==> src/rtl/drops_pkg.sv <==
// Shared types and constants for the falling-block game stage.
package drops_pkg;

    localparam int unsigned POS_W   = 10;
    localparam int unsigned LANE_W  = 2;
    localparam int unsigned SCORE_W = 16;
    localparam int unsigned LFSR_W  = 16;
    localparam int unsigned N_SLOTS = 6;
    localparam int unsigned LANES   = 4;

    localparam int unsigned BLOCK_H = 80;
    localparam int unsigned PEO_ROW = 400;
    localparam int unsigned ROW_MAX = 480;

    // Row value that marks a slot as unused; far below the visible area.
    localparam logic [POS_W-1:0] PARK_ROW = 10'd960;

    // Galois feedback mask for taps 16,14,13,11 in a right-shifting register.
    localparam logic [LFSR_W-1:0] LFSR_TAPS = 16'hB400;

    typedef enum logic [1:0] {
        SCENE_START = 2'd0,
        SCENE_RUN   = 2'd1,
        SCENE_END   = 2'd2
    } scene_t;

    // Galois step: shift right and fold the dropped bit back onto the taps.
    function automatic logic [LFSR_W-1:0] lfsr_next(input logic [LFSR_W-1:0] cur);
        return {1'b0, cur[LFSR_W-1:1]} ^ (cur[0] ? LFSR_TAPS : LFSR_W'(0));
    endfunction

endpackage

==> src/rtl/drop_lfsr.sv <==
// Free-running 16-bit Galois LFSR; never stops so player timing adds entropy.
module drop_lfsr
    import drops_pkg::*;
#(
    parameter logic [LFSR_W-1:0] SEED = 16'hACE1
) (
    input  logic              clk,
    input  logic              resetn,
    output logic [LFSR_W-1:0] q
);

    // Reload the seed on reset, otherwise advance one step every clock.
    always_ff @(posedge clk) begin
        if (!resetn) begin
            q <= SEED;
        end else begin
            q <= lfsr_next(q);
        end
    end

endmodule

==> src/rtl/drop_engine.sv <==
// Game-logic stage feeding the VGA renderer: scene FSM, player lane, six
// falling-block slots, spawning, collision and dodge scoring.
// Build option: define SPEEDUP_EN to let fall speed grow with the score.
module drop_engine
    import drops_pkg::*;
#(
    parameter int unsigned       SPEED     = 4,
    parameter int unsigned       SPAWN_GAP = 20,
    parameter logic [LFSR_W-1:0] LFSR_SEED = 16'hACE1
) (
    input  logic                       clk,
    input  logic                       resetn,
    input  logic                       frame_tick,
    input  logic                       btn_left,
    input  logic                       btn_right,
    input  logic                       btn_start,
    output logic [LANE_W*N_SLOTS-1:0]  blocks,
    output logic [POS_W*N_SLOTS-1:0]   pos_blocks,
    output logic [LANE_W-1:0]          people,
    output logic [1:0]                 scene,
    output logic [SCORE_W-1:0]         score
);

    localparam int unsigned CNT_W = $clog2(SPAWN_GAP + 1);
    localparam int unsigned SUM_W = POS_W + 1;

    scene_t               scene_q;
    scene_t               scene_d;
    logic [LANE_W-1:0]    people_q;
    logic [LANE_W-1:0]    people_d;
    logic [SCORE_W-1:0]   score_q;
    logic [SCORE_W-1:0]   score_d;
    logic [CNT_W-1:0]     cnt_q;
    logic [CNT_W-1:0]     cnt_d;
    logic [LANE_W-1:0]    lane_q [N_SLOTS];
    logic [LANE_W-1:0]    lane_d [N_SLOTS];
    logic [POS_W-1:0]     pos_q  [N_SLOTS];
    logic [POS_W-1:0]     pos_d  [N_SLOTS];
    logic [POS_W-1:0]     moved_pos [N_SLOTS];

    logic [LFSR_W-1:0]    lfsr_q;
    logic                 unused_lfsr_bits;
    logic [3:0]           speed_eff;

    logic [N_SLOTS-1:0]   active;
    logic [N_SLOTS-1:0]   retire;
    logic [N_SLOTS-1:0]   hit;
    logic [N_SLOTS-1:0]   free_slot;
    logic [N_SLOTS-1:0]   spawn_sel;
    logic                 spawn_found;
    logic [2:0]           retire_cnt;
    logic                 any_hit;

    logic [CNT_W:0]       cnt_inc;
    logic                 spawn_due;
    logic [SCORE_W:0]     score_sum;

    drop_lfsr #(
        .SEED (LFSR_SEED)
    ) u_lfsr (
        .clk    (clk),
        .resetn (resetn),
        .q      (lfsr_q)
    );

    // Only the low bits pick a lane; the rest exist to lengthen the sequence.
    assign unused_lfsr_bits = ^lfsr_q[LFSR_W-1:LANE_W];

`ifdef SPEEDUP_EN
    logic [12:0] speed_sum;

    // Speed climbs one row per tick every 16 points, capped at 15.
    assign speed_sum = 13'(SPEED) + 13'(score_q[SCORE_W-1:4]);
    assign speed_eff = (speed_sum > 13'd15) ? 4'd15 : speed_sum[3:0];
`else
    assign speed_eff = 4'(SPEED);
`endif

    // Per-slot motion, retirement, collision and renderer packing.
    for (genvar i = 0; i < N_SLOTS; i++) begin : g_slot
        logic [SUM_W-1:0] sum;
        logic [SUM_W-1:0] bottom;

        assign active[i]    = (pos_q[i] != PARK_ROW);
        assign sum          = {1'b0, pos_q[i]} + SUM_W'(speed_eff);
        assign bottom       = {1'b0, pos_q[i]} + SUM_W'(BLOCK_H);
        assign retire[i]    = active[i] && (sum >= SUM_W'(ROW_MAX));
        assign moved_pos[i] = !active[i] ? pos_q[i]
                            : (retire[i] ? PARK_ROW : sum[POS_W-1:0]);
        assign free_slot[i] = !active[i] || retire[i];
        assign hit[i]       = active[i] && (lane_q[i] == people_q)
                           && (bottom > SUM_W'(PEO_ROW))
                           && (pos_q[i] < POS_W'(ROW_MAX));

        assign blocks[LANE_W*i +: LANE_W]    = lane_q[i];
        assign pos_blocks[POS_W*i +: POS_W]  = pos_q[i];
    end

    // Count this tick's retirements and pick the lowest slot free afterwards.
    always_comb begin
        retire_cnt  = '0;
        spawn_sel   = '0;
        spawn_found = 1'b0;
        for (int i = 0; i < N_SLOTS; i++) begin
            retire_cnt = retire_cnt + 3'(retire[i]);
            if (free_slot[i] && !spawn_found) begin
                spawn_sel[i] = 1'b1;
                spawn_found  = 1'b1;
            end
        end
    end

    assign any_hit   = (scene_q == SCENE_RUN) && (|hit);
    assign cnt_inc   = {1'b0, cnt_q} + (CNT_W+1)'(1);
    assign spawn_due = (cnt_inc == (CNT_W+1)'(SPAWN_GAP));
    assign score_sum = {1'b0, score_q} + (SCORE_W+1)'(retire_cnt);

    // Scene state register.
    always_ff @(posedge clk) begin
        if (!resetn) begin
            scene_q <= SCENE_START;
        end else begin
            scene_q <= scene_d;
        end
    end

    // Scene transitions; a registered hit ends the run on the next edge.
    always_comb begin
        scene_d = scene_q;
        case (scene_q)
            SCENE_START: if (btn_start) scene_d = SCENE_RUN;
            SCENE_RUN:   if (any_hit)   scene_d = SCENE_END;
            SCENE_END:   if (btn_start) scene_d = SCENE_START;
            default:     scene_d = SCENE_START;
        endcase
    end

    // Next values of player, score, spawn counter and slots per scene.
    always_comb begin
        people_d = people_q;
        score_d  = score_q;
        cnt_d    = cnt_q;
        for (int i = 0; i < N_SLOTS; i++) begin
            lane_d[i] = lane_q[i];
            pos_d[i]  = pos_q[i];
        end

        case (scene_q)
            SCENE_START: begin
                if (btn_start) begin
                    for (int i = 0; i < N_SLOTS; i++) pos_d[i] = PARK_ROW;
                    score_d  = '0;
                    cnt_d    = '0;
                    people_d = LANE_W'(1);
                end
            end

            SCENE_RUN: begin
                if (btn_left && !btn_right && (people_q != '0)) begin
                    people_d = people_q - LANE_W'(1);
                end else if (btn_right && !btn_left
                             && (people_q != LANE_W'(LANES - 1))) begin
                    people_d = people_q + LANE_W'(1);
                end

                if (frame_tick) begin
                    for (int i = 0; i < N_SLOTS; i++) pos_d[i] = moved_pos[i];
                    score_d = score_sum[SCORE_W] ? '1 : score_sum[SCORE_W-1:0];
                    if (spawn_due) begin
                        cnt_d = '0;
                        for (int i = 0; i < N_SLOTS; i++) begin
                            if (spawn_sel[i]) begin
                                lane_d[i] = lfsr_q[LANE_W-1:0];
                                pos_d[i]  = '0;
                            end
                        end
                    end else begin
                        cnt_d = cnt_inc[CNT_W-1:0];
                    end
                end
            end

            SCENE_END: begin
                if (btn_start) begin
                    for (int i = 0; i < N_SLOTS; i++) pos_d[i] = PARK_ROW;
                end
            end

            default: ;
        endcase
    end

    // Datapath registers.
    always_ff @(posedge clk) begin
        if (!resetn) begin
            people_q <= LANE_W'(1);
            score_q  <= '0;
            cnt_q    <= '0;
            for (int i = 0; i < N_SLOTS; i++) begin
                lane_q[i] <= '0;
                pos_q[i]  <= PARK_ROW;
            end
        end else begin
            people_q <= people_d;
            score_q  <= score_d;
            cnt_q    <= cnt_d;
            for (int i = 0; i < N_SLOTS; i++) begin
                lane_q[i] <= lane_d[i];
                pos_q[i]  <= pos_d[i];
            end
        end
    end

    assign people = people_q;
    assign scene  = scene_q;
    assign score  = score_q;

endmodule

==> config.mk <==
export PLATFORM = sky130hd
export DESIGN_NAME = drop_engine
export DESIGN_NICKNAME = d
export VERILOG_FILES = /design/src/rtl/drops_pkg.sv /design/src/rtl/drop_lfsr.sv /design/src/rtl/drop_engine.sv
export SDC_FILE = /design/constraint.sdc
export NUM_CORES = 1
export LEC_CHECK = 0
export ABC_AREA = 1
export ABC_CLOCK_PERIOD_IN_PS = 4000
export CAP_MARGIN = 20
export CORE_MARGIN = 2
export CORE_UTILIZATION = 35
export CTS_BUF_LIST = sky130_fd_sc_hd__clkbuf_2 sky130_fd_sc_hd__clkbuf_4 sky130_fd_sc_hd__clkbuf_8
export CTS_CLUSTER_SIZE = 12
export DETAILED_ROUTE_END_ITERATION = 6
export HOLD_SLACK_MARGIN = 0.08
export PLACE_DENSITY = 0.63
export SLEW_MARGIN = 10
export SYNTH_ARGS = -nofsm -noshare
export SYNTH_HDL_FRONTEND = slang
export SYNTH_SLANG_ARGS = --single-unit
==> constraint.sdc <==
create_clock -name clk -period 4 [get_ports clk]
set_input_delay 0.8 -clock clk [delete_from_list [all_inputs] [get_ports clk]]
set_output_delay 0.8 -clock clk [all_outputs]
set_load 0.1 [all_outputs]
[Yosys cells after proc, flatten, opt, wreduce, memory -nomap -nowiden]
Memories as Yosys holds them, arrays and structs flattened.
Index checks and enable logic that the tools add are counted.
Storage, ports and cells
  memory bits (writable): 72
  logic and storage cells: 212
  memories kept: 2
  output and inout bits: 92
  input bits: 6
  bits in registers: 41
Operators by class
  bitwise logic cells: 13
  eq/ne operators: 21
  multiplexer cells: 71
  $add $sub $neg: 21
  magnitude comparators: 18
  reductions and logical operators: 61
Memories
  pos_q: words 6, width 10, rd ports 6, clocked after Yosys merged registers in 0, wr ports 6, RTL line drop_engine.sv:37  | logic [POS_W-1:0] pos_q [N_SLOTS];
  lane_q: words 6, width 2, rd ports 6, clocked after Yosys merged registers in 0, wr ports 6, RTL line drop_engine.sv:35  | logic [LANE_W-1:0] lane_q [N_SLOTS];
Operator list (count)
  10-bit two-way mux: 24
  60-bit two-way mux: 3
  60-bit one-hot mux with 2 select lines: 1
  10-bit by 3-bit adder with 11-bit output (second input constant): 6
  10-bit by 7-bit adder with 11-bit output (second input constant): 6
  11-bit by 9-bit greater-or-equal comparator with 1-bit output (second input constant): 6
  11-bit by 9-bit > comparator with 1-bit output (second input constant): 6
  16-bit two-way mux: 4
  10-bit by 9-bit < comparator with 1-bit output (second input constant): 6
  10-bit != test (second input constant): 6
  12-bit two-way mux: 3
  1-bit logical AND: 34
  2-bit two-way mux: 17
  16-bit one-hot mux with 2 select lines: 1
  16-bit by 3-bit adder with 17-bit output: 1
  15-bit by 16-bit bitwise XOR with 16-bit output: 1
  5-bit two-way mux: 3
  1-bit zero test: 13
  2-bit equality test: 6
  1-bit two-way mux: 12
  1-bit bitwise OR: 12
  2-bit != test (second input constant): 5
  5-bit one-hot mux with 2 select lines: 1
  3-bit by 1-bit adder with 3-bit output: 3
  17 further kinds: 25

[Depth between registers and ports, before layout]
Gate-level depths: netlist of run 1.
An unclocked memory read counts as a cell.
  depth after elaboration: 26
  depth in mapped cells: 22
  mapped depth without buffers: 22

[Cells and area by module]
Synthesis of run 1 repeated with hierarchy kept, for this count alone.
Second synthesis, totals
  cell total of the unflattened synthesis: 1114
  area total of the unflattened synthesis: 7153.1 um2
By module, submodules not included
  drop_engine: area an instance 6641.4 um2, instances 1, sequential area each 1941.9 um2, cells an instance 1058
  drop_lfsr: area an instance 511.7 um2, instances 1, sequential area each 320.3 um2, cells an instance 56

[Worst setup path after synthesis of run 1]
Ideal clock, no wire load.
  path kind: register -> register
  start: mem pos_q[0][4]
  end: reg score_q[10], in the netlist score[10]
  library setup time: 0.070 ns
  period minus slack after synthesis: 4.967 ns
  required time: 3.930 ns
  stages on the path, launching flop included: 21
  arrival: 4.896 ns
  setup slack: -0.967 ns
  buffers on the path: 0
  cell sequence: dfxtp_1 -> ha_1 -> nand2_1 -> inv_1 -> nand2_1 -> nand2_1 -> nand2_1 -> nand3_1 -> a21oi_1 -> fa_1 -> inv_1 -> fa_1 -> fa_1 -> fa_1 -> o21ai_1 -> nand3_1 -> inv_2 -> nand4_1 -> nor2_1 -> o21ai_0 -> a21oi_1
RTL lines
  start, declared: RTL line drop_engine.sv:37
  end signal, assigned: RTL line drop_engine.sv:205  | score_q <= score_d;
  end, declared: RTL line drop_engine.sv:31  | logic [SCORE_W-1:0] score_q;

==> key figures, run 1 <==
Synth
  – Syn Nets: between 1000 and 1500
  – Synth top area share: 0.313
  – Average size of a mapped cell: ~6.6 um^2
  – Top_reg_cell synth: dfxtp_1
  – Post-synth EDFFs: 0
  – Cell taking the most area after synthesis: dfxtp_1
  – FFs w/ async S/R, synth: 0
  – Synth top area cells: dfxtp_1 (31%), nand2_1 (15%), inv_1 (7.3%)
  – Synthesis Warnings: 0
  – Cell variety after synth: 42
  – Post-synth top cells: nand2_1 (293), inv_1 (140), dfxtp_1 (113)
  – Cells after Synth: 1104
  – Sequential fraction of the synthesis area: 0.313
  – Count leader, synth: nand2_1
  – Synth Cell Area: around 7200 um^2
  – Number of synthesized register bits: 113

Final layout
  – Finished Layout Cells: around 1500
  – Area Growth Syn to Fin: 29.2%
  – Nets: approximately 1300
  – Finished Core Util: 0.462
  – Antenna Cells: 0
  – Finished Cell Area: approximately 9400 um^2
  – Layout cells sized above 1: 0.162

Timing
  – Hold WS: approximately 410 ps
  – Final Slew Violations: 0
  – Final Hold Vio Count: 0
  – Post-layout min period: just over 4000 ps
  – Final setup margin: -27.5 ps
  – Endpoints failing setup: 3
  – Clk_skew: 12.8 ps
  – Slew Limit Headroom: 0.290
  – Tcrit/Tclk final: 1.01
  – Actual slew at the worst max-slew pin: around 1100 ps
  – RSZ-0062 raised after global routing: yes
  – Max frequency: roughly 0.25 GHz

Floorplan
  – Chip height: ~150 um
  – Initial core utilization: 0.358
  – IO Pins: 98
  – Die X: around 150 um
  – Die area: approximately 22000 um^2
  – # rows: 52
  – Core area: just over 20000 um^2

Routing
  – Drt drc: 0
  – DRT antenna net count: 0
  – Initial DRC Count: around 450
  – Pre-Repair DR Iteration Count: 5
  – Via Count: roughly 7500
  – Final wirelength: between 20 and 25 mm
  – Via-to-Cell Ratio: 4.98
  – Drt wl/cell: 14.4 um

Worst setup path
  – Req. time, crit path: 4290 ps
  – Crit Path Category: reg2reg
  – Worst setup EP type: flop
  – CP Launch Type: flop
  – Worst Reg-to-Reg Cells: 21
  – Crit Path Max Fanout: 4
  – Arrival time worst endpoint: around 4300 ps

Clock network
  – Hold_buf cts: 0
  – Inserted Clock Buffers: 17
  – Clk sinks: approximately 110
  – Cell chosen for the clock root: clkbuf_8
  – Bufs on Longest Clock Path: 2
  – Worst-path clk slew: 70 ps
  – Clk_lat worst skew: 440 ps
  – Depth of the CTS H-tree: 4
  – TritonCTS clock tree: yes

Pwr
  – Leakage: approximately 0.0041 uW
  – Maximum VDD drop: about 0.23 mV
  – PD cells: 353 nW/um^2

Global route
  – Antenna violations before repair: 0
  – Vias in the first global route: around 7200
  – All-layer global routing usage: 0.200
  – Pin count of the biggest net entering global routing: 46
  – Grt total ovfl: 0
  – First-pass GRT wire length: roughly 35 mm

Placement
  – IO buf count: 97
  – Placed cell area: roughly 9000 um^2
  – Worst slack, placed: -208 ps
  – Placed cells: around 1500
  – Post-DP HPWL: between 15 and 20 mm
  – GP Congestion: approximately 0.9

Run
  – Maxcap violations: 0

Status
  – Status: finished with violations
  – Failing checks: negative setup slack

Hold path
  – Hold Path Stages: 1
  – Hold WC Path Type: reg2reg
[per-layer routing]
metal | vias up | global-route usage | wire [um]
met5 | - | 0 | 0
met3 | 33 | 0.0398 | 969
met1 | 3485 | 0.263 | 10300
met4 | 0 | 0.0563 | 408
li1 | 3812 | - | -
met2 | 166 | 0.333 | 10000
[critical path: stages, from the launching register on]
cell and delay (ps):
dfxtp_4 370, inv_4 70, ha_2 170, inv_1 50
nor3_2 200, nand2_1 130, inv_2 90, a21oi_4 40
fa_1 530, inv_1 60, fa_1 450, fa_2 370
fa_2 380, o21ai_4 160, nand3_2 110, inv_2 110
nand4_1 150, buf_4 180, nor2_1 80, o21ai_1 60
nand2_1 80, a21oi_2 50
[registers in the layout, indices dropped and copies added, names as in the netlist]
signal / flops
people: 2
cnt_q: 5
u_lfsr.q: 16
score: 16
pos_q: 60
lane_q: 12
scene: 2
[layout make-up]
class	count	area [um^2]
sequential	113	2340
multi-input combinational	805	4430
fill	2055	10900
clock buffer	27	359
timing repair buffer	137	1280
inverter	149	562
clock inverter	4	45.0
tap	270	338
[power by group]
| part | internal [uW] | leakage (uW) | switching [uW] |
|---|---|---|---|
| Combinational | 292 | 0.00293 | 660 |
| Clock | 633 | 0.000215 | 477 |
| Sequential | 1160 | 0.000930 | 75.2 |
[cell usage in the layout, fill, tap and decap left out, types with 7 or more instances in the layout]
master	instances
clkdlybuf4s50_1	96
inv_1	133
dfxtp_1	80
o21ai_1	13
nand2_1	283
nand3_1	80
nor2_4	7
dfxtp_2	18
buf_4	40
clkbuf_8	25
nor2_1	82
nand3_2	12
nand2_2	16
or2_2	10
o22ai_1	9
nor3_1	21
xor2_1	19
o211ai_1	13
dfxtp_4	15
ha_1	22
a21oi_1	89
nand4_1	17
nor2_2	10
xnor2_1	9
inv_2	14
o21ai_0	50
[cell families (layout without fill, tap and decap cells)]
group / Yosys count / after routing / synth area share
and+or+nand+nor: 557 / 557 / 0.351
AOI/OAI and AO/OA: 188 / 188 / 0.142
buffers and inverters: 186 / 317 / 0.101
DFF: 113 / 113 / 0.313
adders and majority gates: 32 / 32 / 0.0595
xor gates and xnor gates: 28 / 28 / 0.0339
[what timing repair did]
item                                    4_1_cts  5_1_grt
pin swaps                                     3        6
gates cloned                                  0        0
setup buffers                                 7        6
gates resized for setup                       7       23
endpoints found under the setup margin       16       16
[final timing paths]
kind / start / end / slack, ps
worst min register to register: u_lfsr.q[6]$_SDFF_PN1_ / u_lfsr.q[5]$_SDFF_PN1_ / 410
worst min-delay path: u_lfsr.q[6]$_SDFF_PN1_ / u_lfsr.q[5]$_SDFF_PN1_ / 410
worst max-delay path: pos_q[0][5]$_SDFFE_PN0P_ / score[12]$_SDFFE_PN0P_ / -30
worst max register to register: pos_q[0][5]$_SDFFE_PN0P_ / score[12]$_SDFFE_PN0P_ / -30
[per-stage QoR]
step | total power (uW) | TNS, ps
6_report | 3300 | -45.1
5_1_grt | 3460 | -3380
4_1_cts | 3290 | 0
3_5_place_dp | 2160 | -1910
3_3_place_gp | 2160 | -584
2_1_floorplan | 1930 | -6.33
No activity file was read; power rests on OpenSTA's default activity.
==> run 2: changes to the inputs <==
--- a/config.mk
+++ b/config.mk
@@ -15,6 +15,7 @@
 export DETAILED_ROUTE_END_ITERATION = 6
 export HOLD_SLACK_MARGIN = 0.08
 export PLACE_DENSITY = 0.63
+export SKIP_CTS_REPAIR_TIMING = 1
 export SLEW_MARGIN = 10
 export SYNTH_ARGS = -nofsm -noshare
 export SYNTH_HDL_FRONTEND = slang
==> key figures, run 2 (synthesis results as in run 1) <==
Placement
  – IO buf count: 97 (unchanged)
  – Post-DP HPWL: 15.7 mm (unchanged)
  – Placed cells: 1461 (unchanged)
  – GP Congestion: 0.902 (unchanged)

Global route
  – Vias in the first global route: 7102 (was 7157)
  – Antenna violations before repair: 0 (unchanged)
  – Grt total ovfl: 0 (unchanged)
  – All-layer global routing usage: 0.199 (was 0.200)
  – Pin count of the biggest net entering global routing: 46 (unchanged)
  – First-pass GRT wire length: 35.0 mm (was 35.1 mm)

Clock network
  – Clk_lat worst skew: 440 ps (about the same)
  – Inserted Clock Buffers: 17 (unchanged)
  – Depth of the CTS H-tree: 4 (unchanged)
  – Cell chosen for the clock root: clkbuf_8 (unchanged)
  – Clk sinks: 113 (unchanged)
  – TritonCTS clock tree: yes (unchanged)
  – Worst-path clk slew: 70 ps (about the same)
  – Bufs on Longest Clock Path: 2 (unchanged)

Final layout
  – Layout cells sized above 1: 0.160 (was 0.162)
  – Nets: 1260 (was 1261)
  – Finished Core Util: 0.464 (was 0.462)
  – Most common cell after layout, fill and taps aside: nand2_1 (unchanged)
  – Max FFs per register: 60 (unchanged)
  – Antenna Cells: 0 (unchanged)
  – Filler Cells Inserted: 2049 (was 2055)
  – Reg with most FFs: pos_q (unchanged)
  – Finished Layout Cells: 1504 (was 1505)
  – Area Growth Syn to Fin: 29.8% (was 29.2%)
  – Most frequent cells in the layout: nand2_1 (286), inv_1 (133), clkdlybuf4s50_1 (96) (was nand2_1 (283), inv_1 (133), clkdlybuf4s50_1 (96))

Routing
  – Drt wl/cell: 14.5 um (was 14.4 um)
  – Via Count: 7531 (was 7496)
  – Pre-Repair DR Iteration Count: 6 (was 5)
  – Initial DRC Count: 451 (was 446)
  – Final wirelength: 21.8 mm (was 21.7 mm)
  – DRT antenna net count: 0 (unchanged)
  – Via-to-Cell Ratio: 5.01 (was 4.98)
  – Drt drc: 0 (unchanged)

Floorplan
  – Die area: 21800 um^2 (unchanged)
  – IO Pins: 98 (unchanged)
  – Die X: 148 um (unchanged)
  – Chip height: 148 um (unchanged)
  – Core area: 20200 um^2 (unchanged)
  – # rows: 52 (unchanged)
  – Initial core utilization: 0.358 (unchanged)

Pwr
  – Internal: 2080 uW (was 2090 uW)
  – Leakage: 0.00409 uW (was 0.00408 uW)
  – PD cells: 350 nW/um^2 (was 353 nW/um^2)
  – Clock share of power: 0.336 (about the same)
  – Sequential share of power: 0.377 (was 0.376)
  – Switching part of the total: 0.368 (was 0.367)
  – Switching pwr: 1210 uW (about the same)
  – Combinational power share: 0.287 (was 0.288)
  – Maximum VDD drop: 0.235 mV (about the same)

Timing
  – Max frequency: 0.237 GHz (was 0.248 GHz)
  – RSZ-0062 raised after global routing: yes (unchanged)
  – Final setup margin: -226 ps (was -27.5 ps)
  – Slew Limit Headroom: 0.289 (was 0.290)
  – Actual slew at the worst max-slew pin: 1060 ps (about the same)
  – Final Hold Vio Count: 0 (unchanged)
  – Clk_skew: 11.5 ps (was 12.8 ps)
  – Post-layout min period: 4230 ps (was 4030 ps)
  – Final Slew Violations: 0 (unchanged)
  – Tcrit/Tclk final: 1.06 (was 1.01)
  – Endpoints failing setup: 15 (was 3)

Worst setup path
  – Crit Path Category: reg2reg (unchanged)
  – Req. time, crit path: 4290 ps (about the same)
  – Crit Path Max Fanout: 6 (was 4)
  – Reg2reg start: pos_q[0][3]$_SDFFE_PN0P_ (was pos_q[0][5]$_SDFFE_PN0P_)
  – Crit-path cells: inv_4 -> ha_4 -> nand3_2 -> nor3_2 -> nand2_1 -> inv_2 -> a21oi_4 -> fa_1 -> inv_2 -> fa_1 -> fa_2 -> fa_2 -> o21ai_4 -> nand3_4 -> inv_4 -> nand4_1 -> buf_4 -> nor2_1 -> o21ai_1 -> nand2_1 -> a21oi_2 (was inv_4 -> ha_2 -> inv_1 -> nor3_2 -> nand2_1 -> inv_2 -> a21oi_4 -> fa_1 -> inv_1 -> fa_1 -> fa_2 -> fa_2 -> o21ai_4 -> nand3_2 -> inv_2 -> nand4_1 -> buf_4 -> nor2_1 -> o21ai_1 -> nand2_1 -> a21oi_2)
  – Worst path max stage delay: 550 ps (was 530 ps)
  – Worst Reg-to-Reg Cells: 21 (unchanged)
  – Arrival time worst endpoint: 4520 ps (was 4320 ps)
  – Slowest cell on crit path: fa_1 (unchanged)
  – Worst setup EP type: flop (unchanged)
  – Worst r2r dst: score[12]$_SDFFE_PN0P_ (unchanged)
  – R2R Setup Slk: -230 ps (was -30 ps)
  – CP Launch Type: flop (unchanged)

Run
  – Maxcap violations: 0 (unchanged)

Status
  – Failing checks: negative setup slack (unchanged)
  – Status: finished with violations (unchanged)

Hold path
  – Worst min-delay path endpoint: u_lfsr.q[5]$_SDFF_PN1_ (unchanged)
  – Min-delay src: u_lfsr.q[6]$_SDFF_PN1_ (unchanged)
  – Hold WC Path Type: reg2reg (unchanged)
  – Hold Path Stages: 1 (unchanged)
-- run 2: cell types whose count changed in the layout (fill, tap and decap cells not counted), sizes merged --
cell,change
buf,-1
-- run 2: per-stage QoR --
stage	hold slack (ps)	power, uW	setup TNS [ps]	setup slack [ps]	cell area, um^2
CTS	407	3270	-2070	-215	9170
global placement	393	2160	-584	-97.9	8760
floorplan	390	1930	-6.33	-6.33	7420
global route	423	3460	-5680	-428	9390
detailed placement	399	2160	-1910	-208	8760
finish	405	3290	-2290	-226	9390
-- run 2: area by class of cell --
| type | instances | area, um^2 | area share |
|---|---|---|---|
| multi-input cells | 805 | 4470 | 0.476 |
| clock inverters | 4 | 45.0 | 0.00479 |
| repair buffers | 136 | 1270 | 0.136 |
| well taps | 270 | 338 | 0.0360 |
| inverters | 149 | 567 | 0.0603 |
| flip-flops and latches | 113 | 2340 | 0.249 |
| clock buffers | 27 | 359 | 0.0382 |
-- run 2: worst max path at each step --
stage / from / cells past startpoint / to
6_report: pos_q[0][3]$_SDFFE_PN0P_ / 21 / score[12]$_SDFFE_PN0P_
3_5_place_dp: pos_q[2][4]$_SDFFE_PN0P_ / 19 / score[3]$_SDFFE_PN0P_
5_1_grt: pos_q[0][2]$_SDFFE_PN0P_ / 22 / score[12]$_SDFFE_PN0P_
4_1_cts: pos_q[2][4]$_SDFFE_PN0P_ / 19 / score[3]$_SDFFE_PN0P_
3_3_place_gp: pos_q[0][2]$_SDFFE_PN0P_ / 19 / score[10]$_SDFFE_PN0P_
2_1_floorplan: pos_q[0][6]$_SDFFE_PN1P_ / 18 / score[10]$_SDFFE_PN0P_
-- run 2: worst max-delay path, delay by kind of cell, from the launching register on --
family,cells,cell delay [ps]
and+or+nand+nor,7,840
buffers and inverters,5,490
adders and majority gates,5,2020
DFF,1,380
AOI/OAI and AO/OA,4,350
-- run 2: metal layers --
metal	track usage	wire, um	vias up
li1	-	-	3811
met1	0.262	10100	3471
met2	0.331	10100	215
met3	0.0398	1180	34
met4	0.0558	391	0
met5	0	0	-
-- run 2: power groups by stage --
stage | Combinational [uW] | Sequential (uW) | Clock (uW)
CTS | 907 | 1240 | 1130
detailed placement | 900 | 1260 | 0
global route | 1030 | 1240 | 1180
global placement | 901 | 1260 | 0
floorplan | 479 | 1450 | 0
finish | 945 | 1240 | 1110
